<file path="src/rtl/noise_lfsr_tracker_pkg.sv">
// Shared types and defaults for the PSG noise-channel LFSR tracker.
package noise_trk_pkg;

  // Tracker FSM states
  typedef enum logic {
    ACQUIRE = 1'b0,
    TRACK   = 1'b1
  } trk_state_t;

  // Generator LFSR defaults
  localparam int DEF_LFSR_BITS = 15;
  localparam int DEF_TAP0      = 0;
  localparam int DEF_TAP1      = 1;

  // Mismatch counter geometry
  localparam int ERR_CNT_W     = 8;
  localparam int ERR_CNT_MAX   = 255;

endpackage

</file>
<file path="src/rtl/noise_lfsr_tracker_if.sv">
// Sample stream from the noise generator plus tracker status outputs.
interface noise_lfsr_tracker_if;
  import noise_trk_pkg::*;

  logic                 bit_valid;
  logic                 bit_in;
  logic                 is_white_noise;
  logic                 clear_err;
  logic                 locked;
  logic                 predict;
  logic                 mismatch;
  logic                 lost;
  logic [ERR_CNT_W-1:0] err_count;

  // Sample source / status observer side
  modport master (
    output bit_valid, bit_in, is_white_noise, clear_err,
    input  locked, predict, mismatch, lost, err_count
  );

  // Tracker side
  modport slave (
    input  bit_valid, bit_in, is_white_noise, clear_err,
    output locked, predict, mismatch, lost, err_count
  );

endinterface

</file>
<file path="src/rtl/noise_lfsr_tracker_predictor.sv">
// Sample window and per-sample mode history; predicts the next noise output bit
// from the generator recurrence o[n] = o[n-L+TAP0] ^ (white ? o[n-L+TAP1] : 0).
module noise_predictor #(
  parameter int LFSR_BITS = 15,
  parameter int TAP0      = 0,
  parameter int TAP1      = 1
) (
  input  logic clk,
  input  logic reset_lfsr,
  input  logic shift_en,
  input  logic bit_in,
  input  logic mode_in,
  output logic predict
);

  // window[0] / mode_hist[0] hold the oldest sample
  logic [LFSR_BITS-1:0] window_q, window_d;
  logic [LFSR_BITS-1:0] mode_hist_q, mode_hist_d;

  // Shift the new sample and its feedback mode in at the top on every valid sample
  always_comb begin
    window_d    = window_q;
    mode_hist_d = mode_hist_q;
    if (shift_en) begin
      window_d    = {bit_in,  window_q[LFSR_BITS-1:1]};
      mode_hist_d = {mode_in, mode_hist_q[LFSR_BITS-1:1]};
    end
  end

  // Window and mode history registers, cleared with the generator LFSR
  always_ff @(posedge clk or posedge reset_lfsr) begin
    if (reset_lfsr) begin
      window_q    <= '0;
      mode_hist_q <= '0;
    end else begin
      window_q    <= window_d;
      mode_hist_q <= mode_hist_d;
    end
  end

  // The feedback bit that becomes o[n] was computed on the step that produced
  // sample n-L+1, so that sample's captured mode (index 1) selects the tap set.
  assign predict = window_q[TAP0] ^ (mode_hist_q[1] & window_q[TAP1]);

endmodule

</file>
<file path="src/rtl/noise_lfsr_tracker.sv">
// Receive-side lock monitor for the PSG noise channel: acquires LFSR_BITS samples,
// then tracks the generator by predicting each bit and flagging divergence.
// Optional build macro NOISE_TRK_ERRCNT_EN enables the saturating err_count and
// its clear_err input; without it err_count reads 0 and clear_err is ignored.
module noise_lfsr_tracker
  import noise_trk_pkg::*;
#(
  parameter int LFSR_BITS   = DEF_LFSR_BITS,
  parameter int LFSR_TAP0   = DEF_TAP0,
  parameter int LFSR_TAP1   = DEF_TAP1,
  parameter int LOSS_THRESH = 4
) (
  input  logic                 clk,
  input  logic                 reset_lfsr,
  noise_lfsr_tracker_if.slave  bus
);

  localparam int ACQ_W  = $clog2(LFSR_BITS);
  localparam int MISS_W = 4;

  trk_state_t        state_q, state_d;
  logic [ACQ_W-1:0]  acq_cnt_q, acq_cnt_d;
  logic [MISS_W-1:0] miss_cnt_q, miss_cnt_d;
  logic [MISS_W-1:0] miss_inc;
  logic              mismatch_q, mismatch_d;
  logic              lost_q, lost_d;
  logic              miss;
  logic              predict;

  noise_predictor #(
    .LFSR_BITS (LFSR_BITS),
    .TAP0      (LFSR_TAP0),
    .TAP1      (LFSR_TAP1)
  ) u_predictor (
    .clk        (clk),
    .reset_lfsr (reset_lfsr),
    .shift_en   (bus.bit_valid),
    .bit_in     (bus.bit_in),
    .mode_in    (bus.is_white_noise),
    .predict    (predict)
  );

  assign miss_inc = miss_cnt_q + 1'b1;

  // Next-state logic: acquisition counting, prediction compare and loss detection
  always_comb begin
    state_d    = state_q;
    acq_cnt_d  = acq_cnt_q;
    miss_cnt_d = miss_cnt_q;
    mismatch_d = 1'b0;
    lost_d     = 1'b0;
    miss       = 1'b0;
    case (state_q)
      ACQUIRE: begin
        if (bus.bit_valid) begin
          if (acq_cnt_q == ACQ_W'(LFSR_BITS - 1)) begin
            state_d   = TRACK;
            acq_cnt_d = '0;
          end else begin
            acq_cnt_d = acq_cnt_q + 1'b1;
          end
        end
      end
      TRACK: begin
        if (bus.bit_valid) begin
          miss       = bus.bit_in ^ predict;
          mismatch_d = miss;
          if (miss) begin
            if (miss_inc == MISS_W'(LOSS_THRESH)) begin
              // Window is kept but must be refilled before it is trusted again
              lost_d     = 1'b1;
              state_d    = ACQUIRE;
              acq_cnt_d  = '0;
              miss_cnt_d = '0;
            end else begin
              miss_cnt_d = miss_inc;
            end
          end else begin
            miss_cnt_d = '0;
          end
        end
      end
      default: state_d = ACQUIRE;
    endcase
  end

  // FSM, counters and pulse output registers
  always_ff @(posedge clk or posedge reset_lfsr) begin
    if (reset_lfsr) begin
      state_q    <= ACQUIRE;
      acq_cnt_q  <= '0;
      miss_cnt_q <= '0;
      mismatch_q <= 1'b0;
      lost_q     <= 1'b0;
    end else begin
      state_q    <= state_d;
      acq_cnt_q  <= acq_cnt_d;
      miss_cnt_q <= miss_cnt_d;
      mismatch_q <= mismatch_d;
      lost_q     <= lost_d;
    end
  end

`ifdef NOISE_TRK_ERRCNT_EN
  logic [ERR_CNT_W-1:0] err_count_q, err_count_d;

  function automatic logic [ERR_CNT_W-1:0] sat_inc(input logic [ERR_CNT_W-1:0] v);
    return (v == ERR_CNT_W'(ERR_CNT_MAX)) ? v : v + 1'b1;
  endfunction

  // Error counter: clear wins over a same-cycle increment
  always_comb begin
    err_count_d = err_count_q;
    if (bus.clear_err) begin
      err_count_d = '0;
    end else if (miss) begin
      err_count_d = sat_inc(err_count_q);
    end
  end

  // Error counter register
  always_ff @(posedge clk or posedge reset_lfsr) begin
    if (reset_lfsr) begin
      err_count_q <= '0;
    end else begin
      err_count_q <= err_count_d;
    end
  end

  assign bus.err_count = err_count_q;
`else
  logic unused_clear_err;
  assign unused_clear_err = bus.clear_err;
  assign bus.err_count    = '0;
`endif

  assign bus.locked   = (state_q == TRACK);
  assign bus.predict  = predict;
  assign bus.mismatch = mismatch_q;
  assign bus.lost     = lost_q;

endmodule

</file>
<file path="src/flat_wrapper.sv">
// flat-port wrapper written by rule: the top's interface ports become plain ports
module noise_lfsr_tracker_flat import noise_trk_pkg::*;
#(
  parameter int LFSR_BITS   = DEF_LFSR_BITS,
  parameter int LFSR_TAP0   = DEF_TAP0,
  parameter int LFSR_TAP1   = DEF_TAP1,
  parameter int LOSS_THRESH = 4
)
  (clk, reset_lfsr, bus_bit_valid, bus_bit_in, bus_is_white_noise, bus_clear_err, bus_locked, bus_predict, bus_mismatch, bus_lost, bus_err_count);
  noise_lfsr_tracker_if bus_i ();
  input  logic clk;
  input  logic reset_lfsr;
  input wire logic [$bits(bus_i.bit_valid)-1:0] bus_bit_valid;
  input wire logic [$bits(bus_i.bit_in)-1:0] bus_bit_in;
  input wire logic [$bits(bus_i.is_white_noise)-1:0] bus_is_white_noise;
  input wire logic [$bits(bus_i.clear_err)-1:0] bus_clear_err;
  output wire logic [$bits(bus_i.locked)-1:0] bus_locked;
  output wire logic [$bits(bus_i.predict)-1:0] bus_predict;
  output wire logic [$bits(bus_i.mismatch)-1:0] bus_mismatch;
  output wire logic [$bits(bus_i.lost)-1:0] bus_lost;
  output wire logic [$bits(bus_i.err_count)-1:0] bus_err_count;
  assign bus_i.bit_valid = bus_bit_valid;
  assign bus_i.bit_in = bus_bit_in;
  assign bus_i.is_white_noise = bus_is_white_noise;
  assign bus_i.clear_err = bus_clear_err;
  assign bus_locked = bus_i.locked;
  assign bus_predict = bus_i.predict;
  assign bus_mismatch = bus_i.mismatch;
  assign bus_lost = bus_i.lost;
  assign bus_err_count = bus_i.err_count;
  noise_lfsr_tracker #(.LFSR_BITS(LFSR_BITS), .LFSR_TAP0(LFSR_TAP0), .LFSR_TAP1(LFSR_TAP1), .LOSS_THRESH(LOSS_THRESH)) u_core (.clk(clk), .reset_lfsr(reset_lfsr), .bus(bus_i));
endmodule
</file>
<file path="config.mk">
export PLATFORM = sky130hd
export DESIGN_NAME = noise_lfsr_tracker_flat
export DESIGN_NICKNAME = d
export VERILOG_FILES = /design/src/rtl/noise_lfsr_tracker_pkg.sv /design/src/rtl/noise_lfsr_tracker_if.sv /design/src/rtl/noise_lfsr_tracker_predictor.sv /design/src/rtl/noise_lfsr_tracker.sv /design/src/flat_wrapper.sv
export SDC_FILE = /design/constraint.sdc
export NUM_CORES = 1
export LEC_CHECK = 0
export ABC_CLOCK_PERIOD_IN_PS = 2300
export BUFFER_PORTS_ARGS = -buffer_cell sky130_fd_sc_hd__buf_2
export CAP_MARGIN = 20
export CORE_ASPECT_RATIO = 0.6
export CORE_UTILIZATION = 40
export CTS_CLUSTER_DIAMETER = 60
export DETAILED_ROUTE_END_ITERATION = 10
export PLACE_DENSITY_LB_ADDON = 0.12
export SLEW_MARGIN = 20
export SYNTH_ARGS = -nofsm -noshare
export SYNTH_HDL_FRONTEND = slang
export SYNTH_SLANG_ARGS = --single-unit
export TNS_END_PERCENT = 1
</file>
<file path="constraint.sdc">
create_clock -name clk -period 2.3 [get_ports clk]
set_clock_uncertainty 0.1 [all_clocks]
set_input_delay 0.115 -clock clk [delete_from_list [all_inputs] [get_ports clk]]
set_output_delay 0.115 -clock clk [all_outputs]
set_load 0.05 [all_outputs]
</file>
# == Yosys cells after proc, flatten, opt, wreduce, memory -nomap -nowiden ==
# Cells that the tools add are included.
# classes
addsub,2
eq_ne,6
muxes,20
bitwise,4
n_reduce_logical,2
# op_table
cell,n
$mux W4,7
$mux W1,11
$add A4 B1 Y4 const B,2
$ne A2 B2 Y1 const B,4
$pmux W4 S2,1
$eq A4 B3 Y1 const B,1
$eq A4 B4 Y1 const B,1
$reduce_and A4 Y1,1
$pmux W1 S2,1
$reduce_and A2 Y1,1
$xor A1 B1 Y1,2
$and A1 B1 Y1,1
$not A1 Y1,1
# totals
register_bits,41
in_bits,6
out_inout_bits,12
wordCells,41

# == Logic depth before layout (Yosys ltp) ==
# Gate-level depths: netlist of run 1.
# logic_depth
word_depth,6
depth_mapped,6
depth_no_buf,6

# == By module ==
# A second synthesis of run 1 with hierarchy kept.
# unflattened
hier_cells,139
area_unflattened_um2,1851.8
# by_module_without_submodules
module,n_inst,cells_each,area_per_inst_um2,seq_area_each_um2
noise_predictor,1,64,1133.6,725.7
noise_lfsr_tracker,1,75,718.2,275.3

# == Worst setup path before layout of run 1 ==
# Ideal clock, no wire load.
# synth_path
kind,register to register
startpoint,reg u_core.state_q (netlist: u_core.bus.locked)
endpoint,reg u_core.acq_cnt_q[2]
setup_ns,0.066
t_arrival_ns,1.501
required_time_ns,2.134
path_slack_ns,0.633
stages_incl_launch_ff,6
path_buffers,1
period_less_slack_ns,1.667
path_cell_list,dfrtp_1 > buf_2 > nor2b_1 > nand2_1 > o311ai_0 > a31o_1
# synth_between
elab_chain_len,3
elab_cells_between_ends,7
classes_between,4 x eq/ne; 1 x mux; 1 x bitwise; 1 x reduce/logical
# synth_rtl
element,line,text
from (decl),noise_lfsr_tracker.sv:21,"trk_state_t state_q, state_d;"
from (signal assigned),noise_lfsr_tracker.sv:96,state_q <= state_d;
$not A1 Y1,noise_lfsr_tracker.sv:53,case (state_q)
$ne A2 B2 Y1 (no source line),n/a,
$reduce_and A4 Y1 (no source line),n/a,
to (signal assigned),noise_lfsr_tracker.sv:97,acq_cnt_q <= acq_cnt_d;
to (decl),noise_lfsr_tracker.sv:22,"logic [ACQ_W-1:0] acq_cnt_q, acq_cnt_d;"
# Parallel ways exist; a longest one is shown, timed or not.
# A chain may end at the register's enable or synchronous reset.

# == Worst setup path after layout of run 1 ==
# layout_path
startpoint,reg u_core.miss_cnt_q[0]
endpoint,reg u_core.miss_cnt_q[0]
# layout_between
elab_chain_len,4
# layout_rtl
element,line,text
from (decl),noise_lfsr_tracker.sv:23,"logic [MISS_W-1:0] miss_cnt_q, miss_cnt_d;"
from (signal assigned),noise_lfsr_tracker.sv:98,miss_cnt_q <= miss_cnt_d;
$add A4 B1 Y4 *,noise_lfsr_tracker.sv:43,assign miss_inc = miss_cnt_q + 1'b1;
$eq A4 B3 Y1,noise_lfsr_tracker.sv:69,if (miss_inc == MISS_W'(LOSS_THRESH)) begin
$mux W4 *,noise_lfsr_tracker.sv:69,
$mux W4 *,noise_lfsr_tracker.sv:68,if (miss) begin
# Mark *: on every way between the ends. The rest lies on a longest branch, timed or not.

==> results of run 1 <==
==> where the power goes <==
part / internal [W] / switching [W] / total [W] / leakage [nW]
Sequential: 0.000961 / 0.000205 / 0.00117 / 0.488
Combinational: 0.000330 / 0.000379 / 0.000709 / 0.358
Clock: 0.000195 / 0.000206 / 0.000401 / 0.0359
Total: 0.00149 / 0.000791 / 0.00228 / 0.882
==> cell type report <==
cell class | count | area (µm²) | share of cell area, %
flip-flops and latches | 40 | 1000 | 50.9
inverters | 5 | 18.8 | 0.955
repair buffers | 12 | 75.1 | 3.82
multi-input cells | 87 | 727 | 37.0
clock buffers | 5 | 68.8 | 3.50
well taps | 60 | 75.1 | 3.82
==> worst min path at each step <==
stage                        from                                 end
2_1_floorplan  bus_is_white_noise  u_core.u_predictor.mode_hist_q[14]
3_3_place_gp           reset_lfsr  u_core.u_predictor.mode_hist_q[11]
3_5_place_dp           reset_lfsr  u_core.u_predictor.mode_hist_q[12]
4_1_cts                bus_bit_in     u_core.u_predictor.window_q[14]
5_1_grt                bus_bit_in     u_core.u_predictor.window_q[14]
6_report               bus_bit_in     u_core.u_predictor.window_q[14]
==> state kept, by name (all words and copies together) (netlist names) <==
register                        flops
u_core.u_predictor.mode_hist_q     14
u_core.acq_cnt_q                    4
u_core.bus.mismatch                 1
u_core.bus.lost                     1
u_core.u_predictor.window_q        15
u_core.miss_cnt_q                   4
u_core.bus.locked                   1
==> layer usage <==
layer	vias up	global-route usage, %
li1	500	-
met5	-	0
met1	508	18.6
met4	0	7.26
met2	21	19.1
met3	8	4.75
==> stage by stage <==
stage / area [µm²] / power (W) / worst slack [ns] / util (%)
3_5_place_dp: 1880 / 0.00189 / 0.535 / 44.6
2_1_floorplan: 1830 / 0.00173 / 0.633 / -
6_report: 1970 / 0.00228 / 0.528 / 46.7
5_1_grt: 1970 / 0.00244 / 0.402 / 46.7
3_3_place_gp: 1880 / 0.00184 / 0.564 / 44.6
4_1_cts: 1970 / 0.00231 / 0.525 / 46.7
==> logic make-up (layout without fill, tap and decap cells) <==
logic type      Yosys count  count (layout)  share of synthesized area (%)
mux                      30              30                           18.7
compound gates           17              17                           6.86
flops                    40              40                           55.4
simple gates             25              25                           7.97
buf+inv                  18              22                           5.75
other cells               1               8                          0.208
xor+xnor                  3               3                           2.29
fa+ha+maj                 4               4                           2.77
==> cell usage in the layout, fill, tap and decap left out, types with 2 or more instances in the layout <==
| cell | synthesis | layout |
|---|---|---|
| conb_1 | 1 | 8 |
| a21oi_1 | 2 | 2 |
| nor3_1 | 2 | 2 |
| buf_4 | 8 | 2 |
| a31oi_1 | 2 | 2 |
| clkbuf_8 | 0 | 5 |
| nor2b_1 | 2 | 2 |
| dfrtp_1 | 40 | 40 |
| a31o_1 | 3 | 3 |
| mux2_2 | 30 | 30 |
| ha_1 | 4 | 4 |
| inv_1 | 5 | 5 |
| dlygate4sd3_1 | 0 | 2 |
| nor2_1 | 2 | 2 |
| nand2_1 | 6 | 6 |
| nand3_1 | 5 | 5 |
| o21ai_0 | 3 | 3 |
| buf_2 | 5 | 8 |
| xnor2_2 | 2 | 2 |
==> results.md, run 1 <==
- Status: complete, no violations
- Final GP Congestion: 0.668
- Pwr/cell area: 1160 mW/mm²
- FF+latch count, synth: 40
- CTS tree: yes
- Clock Latency Late Sink: 0.28 ns
- First-pass GRT wire length: 4600 µm
- Yosys warns: 0
- Fillers: 390
- Pleak: 0.882 nW
- Post-Syn Instances: 138
- Unrepaired setup endpoints after global routing: no
- H-tree depth: 2
- Share of layout cells above drive strength 1: 33.6%
- Area grow syn2layout: 8.87%
- Most used DFF post-synth: dfrtp_1
- EDFF count, synth: 0
- Beginning of the critical path: u_core.miss_cnt_q[0]
- Top Ports: 18
- CTS max path bufs: 2
- Synth unique cells: 33
- Worst EP arrival: 1.89 ns
- DRT met1 WL: 1450 µm
- FP Rows: 18
- Hold Crit Class: input pin to flop
- Commonest cells in the netlist: dfrtp_1, mux2_2, buf_4, nand2_1
- Levels on crit path: 5
- Slowest Stage Delay on Critical Path: 0.44 ns
- Uppermost layer routed: met4
- CTS sink count: 40
- Fin crit share: 77.0%
- Post-detail-place hpwl: 1830 µm
- Root buf cell: clkbuf_8
- CP cell instances: ha_1 > and4bb_2 > a31oi_1 > nor3b_2 > mux2_2
- Bufs and invs on worst path: 0
- CP required: 2.42 ns
- Type of the worst setup path: flop to flop
- Final Max Tran Viols: 0
- Setup crit end kind: flop
- WHS: 0.0187 ns
- Async S/R FF share, synth: 100%
- Setup Buffers After CTS: 0
- Top Family by Delay on Critical Path: simple AND/OR/NAND/NOR gates
- Die area: 0.00480 mm²
- Remaining DRCs: 0
- Sequential share of the synthesized area: 55.4%
- Post-Syn Area: 0.00181 mm²
- CTS resizes: 0
- TNS Setup: 0 ns
- DR WL/cell: 12.9 µm
- Share of the synthesized area in the top cell type: 55.4%
- Metal3 WL: 142 µm
- Vias in the first global route: 975
- Final net count: 161
- R2r endpoint: u_core.miss_cnt_q[0]
- Die Height: 54.0 µm
- R2R Setup Slk: 0.53 ns
- Post-synth top area cell: dfrtp_1
- Post-route insts no fill: 209
- Initial antenna violation count: 0
- Slowest CP cell: dfrtp_1
- DR WL met2: 1060 µm
- Max VDD drop: 0.666 mV
- Worst-path clk slew: 0.06 ns
- Area contributors post-synth: dfrtp_1, mux2_2, buf_4, ha_1, xnor2_2
- N_diodes: 0
- Final setup violation count: 0
- Final min period: 1.77 ns
- Most common cell in the netlist: dfrtp_1
- CP endpoint: u_core.miss_cnt_q[0]
- Pre-antenna DRT Iters: 4
- Vias: 1037
- DR vias/cell: 4.96
- PortBufs: 8
- Iteration-0 DRC count of the detailed router: 25
- All-Layer GR Usage: 13.6%
- Syn avg cell area: 13.1 µm²
- Largest net degree at the start of global routing: 41
- Maxcap violations: 0
- Total Wirelength: 2700 µm
- Routed Antenna Nets: 0
- CORE AREA: 0.00421 mm²
- Setup crit start kind: flop
- Crit Reg-Reg Startpoint: u_core.miss_cnt_q[0]
- Critical path peak fanout: 6
- Die W: 88.7 µm
- Remaining Overflow, GRT: 0
- Worst hold path stage count: 2
- Max Clk Rate: 564 MHz
- Initial Util: 42.9%
- Cts bufs inserted: 5
- Placed cell count: 202
- Hold_buf cts: 2
- FF-to-FF path depth: 5
- Hold Violations, Final: 0
Note: power is estimated with default switching activity, not from simulation.
==> run 2: changes to the inputs <==
--- a/config.mk
+++ b/config.mk
@@ -5,7 +5,8 @@
 export SDC_FILE = /design/constraint.sdc
 export NUM_CORES = 1
 export LEC_CHECK = 0
-export ABC_CLOCK_PERIOD_IN_PS = 2300
+export ABC_AREA = 1
+export ABC_CLOCK_PERIOD_IN_PS = 1400
 export BUFFER_PORTS_ARGS = -buffer_cell sky130_fd_sc_hd__buf_2
 export CAP_MARGIN = 20
 export CORE_ASPECT_RATIO = 0.6
==> constraint.sdc (replaced) <==
create_clock -name clk -period 1.4 [get_ports clk]
set_clock_uncertainty 0.1 [all_clocks]
set_input_delay 0.07 -clock clk [delete_from_list [all_inputs] [get_ports clk]]
set_output_delay 0.07 -clock clk [all_outputs]
set_load 0.05 [all_outputs]
==> run 2 against run 1 <==
Net effect: the flow now finishes with violations (setup timing); largest cell class unchanged; synthesized area decreased by 1.9%; synthesized cell count rose by 46%; core utilization rose by 2.1 points; register-to-register slack got worse by 0.59 ns; highest routed layer unchanged; die area down 1.9%; worst hold slack gained 0.034 ns; sequential cell count unchanged; critical path depth rose by 5; clock power grew 92%; critical path type unchanged.
==> results.md, run 2 <==
- Status: finished, violations left
- Failing checks: setup timing
- DR WL/cell: 10.3 µm (-20%)
- CORE AREA: 0.00417 mm² (-1.1%)
- CP required: 1.48 ns (-0.94 ns)
- Critical path peak fanout: 4 (-2)
- R2R Setup Slk: -0.06 ns (-0.59 ns)
- Commonest non-fill, non-tap cells in the layout: nand2_1, dfrtp_1, o21ai_0, inv_1, buf_4
- Total Wirelength: 2910 µm (+7.7%)
- Final net count: 231 (+43%)
- Post-route insts no fill: 282 (+35%)
- Multi-input combinational cell area: 618 µm² (-15%)
- Post-Syn Area: 0.00177 mm² (-1.9%)
- Switching part of the total power: 33.2% (-1.6 points)
- Worst hold path stage count: 3 (+1)
- Remaining Overflow, GRT: 0 (unchanged)
- Internal: 0.00205 W (+38%)
- Hold Violations, Final: 0 (unchanged)
- Iteration-0 DRC count of the detailed router: 78 (+210%)
- First-pass GRT wire length: 5050 µm (+9.9%)
- Placed cell count: 267 (+32%)
- DP Area: 0.00187 mm² (-0.60%)
- Clock power share: 25.2% (+7.6 points)
- Most used DFF post-synth: dfrtp_1
- Top Family by Delay on Critical Path: simple AND/OR/NAND/NOR gates
- Initial antenna violation count: 0 (unchanged)
- Vias in the first global route: 1176 (+21%)
- FF-to-FF path depth: 10 (+5)
- Most used cell, CP: nand2_2
- Mux cell area share after synthesis: 0% (-19 points)
- EDFF count, synth: 0 (unchanged)
- PortBufs: 8 (unchanged)
- Max Clk Rate: 686 MHz (+22%)
- Max reg flops: 15 (unchanged)
- Routed Antenna Nets: 0 (unchanged)
- Setup ws final: -0.0574 ns (-0.585 ns)
- Clock Latency Late Sink: 0.28 ns (about the same)
- Worst-path clk slew: 0.07 ns (about the same)
- Setup crit end kind: flop
- Biggest regs: u_core.u_predictor.window_q: 15 flops, u_core.u_predictor.mode_hist_q: 14 flops
- Most common cell in the netlist: nand2_1
- Sequential share of power: 50.1% (-1.1 points)
- Die area: 0.00471 mm² (-1.9%)
- Crit Reg-Reg Startpoint: u_core.miss_cnt_q[1]
- Commonest cells in the netlist: nand2_1, dfrtp_1, o21ai_0, inv_1, buf_4
- Type of the worst setup path: flop to flop
- Pleak: 1.03 nW (+16%)
- Post-detail-place hpwl: 1900 µm (+4.1%)
- Async S/R FF share, synth: 100% (unchanged)
- Vias: 1248 (+20%)
- Design Power: 0.00306 W (+34%)
- Post-Synth Adder-Cell Area: 2.83% (+0.055 points)
- CTS sink count: 40 (unchanged)
- CP endpoint: u_core.acq_cnt_q[1]
- Fin crit share: 104% (+27 points)
- Post-Syn Instances: 201 (+46%)
- Comb power frac: 24.7% (-6.4 points)
- Die Height: 53.5 µm (-0.93%)
- Switch Pwr: 0.00102 W (+28%)
- Syn avg cell area: 8.81 µm² (-33%)
- Levels on crit path: 10 (+5)
- FF+latch count, synth: 40 (unchanged)
- TNS Setup: -0.296 ns (-0.296 ns)
- Most common cell after layout, fill and taps aside: nand2_1
- Most flop-heavy register: u_core.u_predictor.window_q
- Largest net degree at the start of global routing: 41 (unchanged)
- Sequential share of the synthesized area: 56.5% (+1.1 points)
- Post-route cell area: 0.00203 mm² (+3.4%)
- Max VDD drop: 0.801 mV (+20%)
- Final min period: 1.46 ns (-0.315 ns)
- Area contributors post-synth: dfrtp_1, nand2_1, o21ai_0, inv_1, buf_4
- Register Area: 0.00100 mm² (unchanged)
- Worst EP arrival: 1.53 ns (-0.36 ns)
- Post-synth top area cell: dfrtp_1
- Slowest CP cell: dfrtp_1
- Share of the synthesized area in the top cell type: 56.5% (+1.1 points)
- Final Max Tran Viols: 0 (unchanged)
- CP cell instances: ha_2 > inv_2 > nand2_2 > nand2_2 > nor2_2 > nand2_2 > nand2_2 > nand3_4 > nand2_1 > nand2_1
- Slowest Stage Delay on Critical Path: 0.38 ns (-0.06 ns)
- Final setup violation count: 6 (+6)
- Synth Area in Simple Gates: 19.6% (+12 points)
- CTS tree: yes
- Cts bufs inserted: 5 (unchanged)
- Pwr/cell area: 1510 mW/mm² (+30%)
- FP Rows: 18 (unchanged)
- Unrepaired setup endpoints after global routing: yes
- CTS max path bufs: 2 (unchanged)
- DR vias/cell: 4.43 (-11%)
- Die W: 87.9 µm (-0.95%)
- R2r endpoint: u_core.acq_cnt_q[1]
- Synth Area in Compound Gates: 8.76% (+1.9 points)
- WHS: 0.0529 ns (+0.0342 ns)
- Min-Delay Startpoint: bus_bit_valid
- Root buf cell: clkbuf_8
- Post-Synth XOR/XNOR Area: 0.989% (-1.3 points)
- Maxcap violations: 0 (unchanged)
- Main combinational cell family by area after synthesis: simple AND/OR/NAND/NOR gates
- All-Layer GR Usage: 14.5% (+0.83 points)
- Bufs and invs on worst path: 1 (+1)
- Area grow syn2layout: 14.8%
- Top Ports: 18 (unchanged)
- Synth unique cells: 18 (-45%)
- Pre-antenna DRT Iters: 4 (unchanged)
- Share of layout cells above drive strength 1: 16.7% (-17 points)
- Beginning of the critical path: u_core.miss_cnt_q[1]
- Yosys warns: 0 (unchanged)
- Initial Util: 42.5% (-0.38 points)
- Setup crit start kind: flop
- Fillers: 417 (+6.9%)
- Final GP Congestion: 0.731 (+9.5%)
- Remaining DRCs: 0 (unchanged)
- H-tree depth: 2 (unchanged)
- Hold Crit Class: input pin to flop
- N_diodes: 0 (unchanged)
-- run 2: cell types whose count changed in the layout (fill, tap and decap cells not counted), moves of 3 or more --
| cell | change |
|---|---|
| buf_4 | +9 |
| inv_1 | +19 |
| nor2_1 | +3 |
| mux2_2 | -30 |
| o21ai_0 | +26 |
| a31o_1 | -3 |
| nand2_1 | +51 |
| inv_2 | +3 |
| nand2_2 | +5 |
-- run 2: tightest hold or removal path, delay by kind of cell --
| family | cells | cell delay [ns] |
|---|---|---|
| buffers and inverters | 1 | 0.18 |
| AOI/OAI and AO/OA | 1 | 0.06 |
| and+or+nand+nor | 1 | 0.08 |
-- run 2: layer usage --
layer  vias up  share of wire [%]  global-route usage, %
li1        647                  -                      -
met1       566                 51                   19.2
met2        33                 44                   22.4
met3         2                4.0                   4.14
met4         0               0.65                   6.56
met5         -                  0                      0
-- run 2: layout make-up --
cell class | count | area share [%]
timing repair buffer | 21 | 7.26
clock buffer | 8 | 4.43
multi-input combinational | 126 | 30.4
inverter | 27 | 4.98
tap | 60 | 3.69
sequential | 40 | 49.2
-- run 2: how the worst min path moves through the flow --
stage                                                     to
after floorplan           u_core.u_predictor.mode_hist_q[14]
after global placement                   u_core.bus.mismatch
after detailed placement                u_core.miss_cnt_q[2]
after CTS                     u_core.u_predictor.window_q[2]
after global routing       u_core.u_predictor.mode_hist_q[4]
final                      u_core.u_predictor.mode_hist_q[2]
-- run 2: kinds of logic after synthesis --
logic type / Yosys count
AOI/OAI and AO/OA: 31
xor gates and xnor gates: 2
adders and majority gates: 4
buffers and inverters: 42
DFF: 40
other: 1
and+or+nand+nor: 81
-- run 2: timing repair --
item | 4_1_cts | 5_1_grt
pin swaps | 1 | 3
hold buffers | 3 | 0
setup buffers | 3 | 1
endpoints found under the setup margin | 4 | 8
endpoints found under the hold margin | 42 | 0
gates resized for setup | 3 | 4
-- run 2: power by group through the flow --
stage / combinational, W / clock, W / sequential, W
6_report: 0.000756 / 0.000771 / 0.00153
5_1_grt: 0.000870 / 0.000845 / 0.00156
4_1_cts: 0.000746 / 0.000800 / 0.00153
3_5_place_dp: 0.000689 / 0 / 0.00155
3_3_place_gp: 0.000673 / 0 / 0.00154
2_1_floorplan: 0.000500 / 0 / 0.00158
-- run 2: through the flow --
step                utilization (%)  setup slack [ns]
floorplan                         -            0.0200
global placement               44.8          -0.00967
detailed placement             44.8           -0.0578
CTS                            48.4           -0.0303
global route                   48.8            -0.183
finish                         48.8           -0.0574
==> run 3: changes to the inputs <==
--- a/config.mk
+++ b/config.mk
@@ -14,6 +14,7 @@
 export CTS_CLUSTER_DIAMETER = 60
 export DETAILED_ROUTE_END_ITERATION = 10
 export PLACE_DENSITY_LB_ADDON = 0.12
+export RECOVER_POWER = 25
 export SLEW_MARGIN = 20
 export SYNTH_ARGS = -nofsm -noshare
 export SYNTH_HDL_FRONTEND = slang
==> run 3 against run 2 <==
Net effect: the run still ends with setup timing left; sequential cell count unchanged; critical path depth unchanged; clock power about the same; wire length down 0.14%; sequential share of layout area unchanged; non-clock buffer count unchanged; worst hold slack better by 0.030 ns; final cell count unchanged; final area unchanged; critical path type unchanged; largest power group unchanged.
==> results.md, run 3 (synthesis gave the netlist of run 2 again) <==
- Status: finished, violations left
- Failing checks: setup timing
- Most used cell, CP: nand2_2
- Final Max Tran Viols: 0 (unchanged)
- Relative slew slack: 47.2%
- Cts bufs inserted: 5 (unchanged)
- Most common cell after layout, fill and taps aside: nand2_1
- Final min period: 1.46 ns (+0.000643 ns)
- Pre-antenna DRT Iters: 4 (unchanged)
- Worst-path clk slew: 0.07 ns (about the same)
- Fin crit share: 104% (about the same)
- CP required: 1.48 ns (about the same)
- Biggest regs: u_core.u_predictor.window_q: 15 flops, u_core.u_predictor.mode_hist_q: 14 flops
- Slowest CP cell: dfrtp_1
- Critical path peak fanout: 4 (unchanged)
- Max reg flops: 15 (unchanged)
- Slowest Stage Delay on Critical Path: 0.38 ns (about the same)
- Fillers: 417 (unchanged)
- Pleak: 1.03 nW (+0.13%)
- Initial antenna violation count: 0 (unchanged)
- Util after Layout: 48.8% (unchanged)
- N_diodes: 0 (unchanged)
- Top Ports: 18 (unchanged)
- Vias: 1240 (-0.64%)
- Setup ws final: -0.0581 ns (-0.000643 ns)
- Remaining Overflow, GRT: 0 (unchanged)
- Pwr/cell area: 1500 mW/mm² (about the same)
- Hold Crit Class: input pin to flop
- Max Clk Rate: 686 MHz (about the same)
- Die area: 0.00471 mm² (unchanged)
- Register Area: 0.00100 mm² (unchanged)
- CTS tree: yes
- Most flop-heavy register: u_core.u_predictor.window_q
- CTS sink count: 40 (unchanged)
- CTS max path bufs: 2 (unchanged)
- CP cell instances: ha_2 > inv_2 > nand2_2 > nand2_2 > nor2_2 > nand2_2 > nand2_2 > nand3_4 > nand2_1 > nand2_1
- Total Wirelength: 2900 µm (-0.14%)
- Die W: 87.9 µm (unchanged)
- Die Height: 53.5 µm (unchanged)
- DR vias/cell: 4.40 (-0.64%)
- Share of layout cells above drive strength 1: 16.2% (-0.45 points)
- CORE AREA: 0.00417 mm² (unchanged)
- Unrepaired setup endpoints after global routing: yes
- Clock Latency Late Sink: 0.28 ns (about the same)
- Routed Antenna Nets: 0 (unchanged)
- Type of the worst setup path: flop to flop
- PortBufs: 8 (unchanged)
- Pre-CTS setup slack: -0.0578 ns (unchanged)
- Final GP Congestion: 0.731 (unchanged)
- Area grow syn2layout: 14.8% (unchanged)
- Slew @ Worst Pin: 0.791 ns
- Worst EP arrival: 1.53 ns (about the same)
- Initial Util: 42.5% (unchanged)
- Setup crit end kind: flop
- Final setup violation count: 6 (unchanged)
- H-tree depth: 2 (unchanged)
- Post-detail-place hpwl: 1900 µm (unchanged)
- Final net count: 231 (unchanged)
- Commonest non-fill, non-tap cells in the layout: nand2_1, dfrtp_1, o21ai_0, inv_1, buf_4
- Iteration-0 DRC count of the detailed router: 78 (unchanged)
- All-Layer GR Usage: 14.5% (unchanged)
- Max VDD drop: 0.800 mV (-0.19%)
- WHS: 0.0826 ns (+0.0297 ns)
- Hold Violations, Final: 0 (unchanged)
- Remaining DRCs: 0 (unchanged)
- Top Family by Delay on Critical Path: simple AND/OR/NAND/NOR gates
- First-pass GRT wire length: 5050 µm (unchanged)
- Multi-input combinational cell area: 618 µm² (unchanged)
- Largest net degree at the start of global routing: 41 (unchanged)
- TNS Setup: -0.299 ns (-0.00290 ns)
- Bufs and invs on worst path: 1 (unchanged)
- Maxcap violations: 0 (unchanged)
- Vias in the first global route: 1176 (unchanged)
- Setup crit start kind: flop
- Root buf cell: clkbuf_8
- DR WL/cell: 10.3 µm (-0.14%)
- FP Rows: 18 (unchanged)
## run 3: changes by cell type in the layout (fill, tap and decap cells not counted)
cell	delta
clkbuf_2	+1
inv_1	+1
buf_2	-1
inv_2	-1
## run 3: path summary, 6_finish.rpt
kind,cells after the start,startpoint,endpoint,slack (ns)
worst max-delay path,10,u_core.miss_cnt_q[1],u_core.acq_cnt_q[1],-0.06
worst min-delay path,3,bus_bit_valid,u_core.u_predictor.mode_hist_q[2],0.08
worst max register to register,10,u_core.miss_cnt_q[1],u_core.acq_cnt_q[1],-0.06
worst min register to register,2,u_core.u_predictor.mode_hist_q[5],u_core.u_predictor.mode_hist_q[4],0.38
max in group asynchronous,4,reset_lfsr,u_core.acq_cnt_q[2],0.50
min in group asynchronous,4,reset_lfsr,u_core.bus.mismatch,0.36
## run 3: worst register-to-register path: stages (launching register included)
cell     delay (ns)
dfrtp_1        0.38
ha_2           0.20
inv_2          0.04
nand2_2        0.08
nand2_2        0.06
nor2_2         0.09
nand2_2        0.10
nand2_2        0.10
nand3_4        0.09
nand2_1        0.07
nand2_1        0.05
## run 3: per-layer routing
layer / track usage, % / part of all wire [%]
met5: 0 / 0
met4: 6.56 / 0.65
met3: 4.14 / 3.5
met2: 22.4 / 44
met1: 19.2 / 52
## run 3: power by group
group          leakage (nW)  switching, W  internal (W)
Clock                0.0455      0.000369      0.000402
Combinational         0.463      0.000482      0.000273
Sequential            0.520      0.000163       0.00137
Total                  1.03       0.00101       0.00205
## run 3: repair_timing
item,4_1_cts,5_1_grt
setup buffers,3,1
endpoints found under the hold margin,42,0
gates resized for setup,3,4
cloned,0,0
hold buffers,3,0
endpoints found under the setup margin,4,8
pin swaps,1,3
## run 3: final cells by class
type / count / share of cell area, %
Sequential cell: 40 / 49.2
Multi-Input combinational cell: 126 / 30.4
Timing Repair Buffer: 21 / 7.26
Inverter: 27 / 4.98
Clock buffer: 8 / 4.43
Tap cell: 60 / 3.69
## run 3: metrics by stage
step	cell area [µm²]	total power (W)	cells
floorplan	1800	0.00208	208
global placement	1870	0.00222	267
detailed placement	1870	0.00224	267
CTS	2020	0.00308	281
global route	2030	0.00327	282
finish	2030	0.00306	282
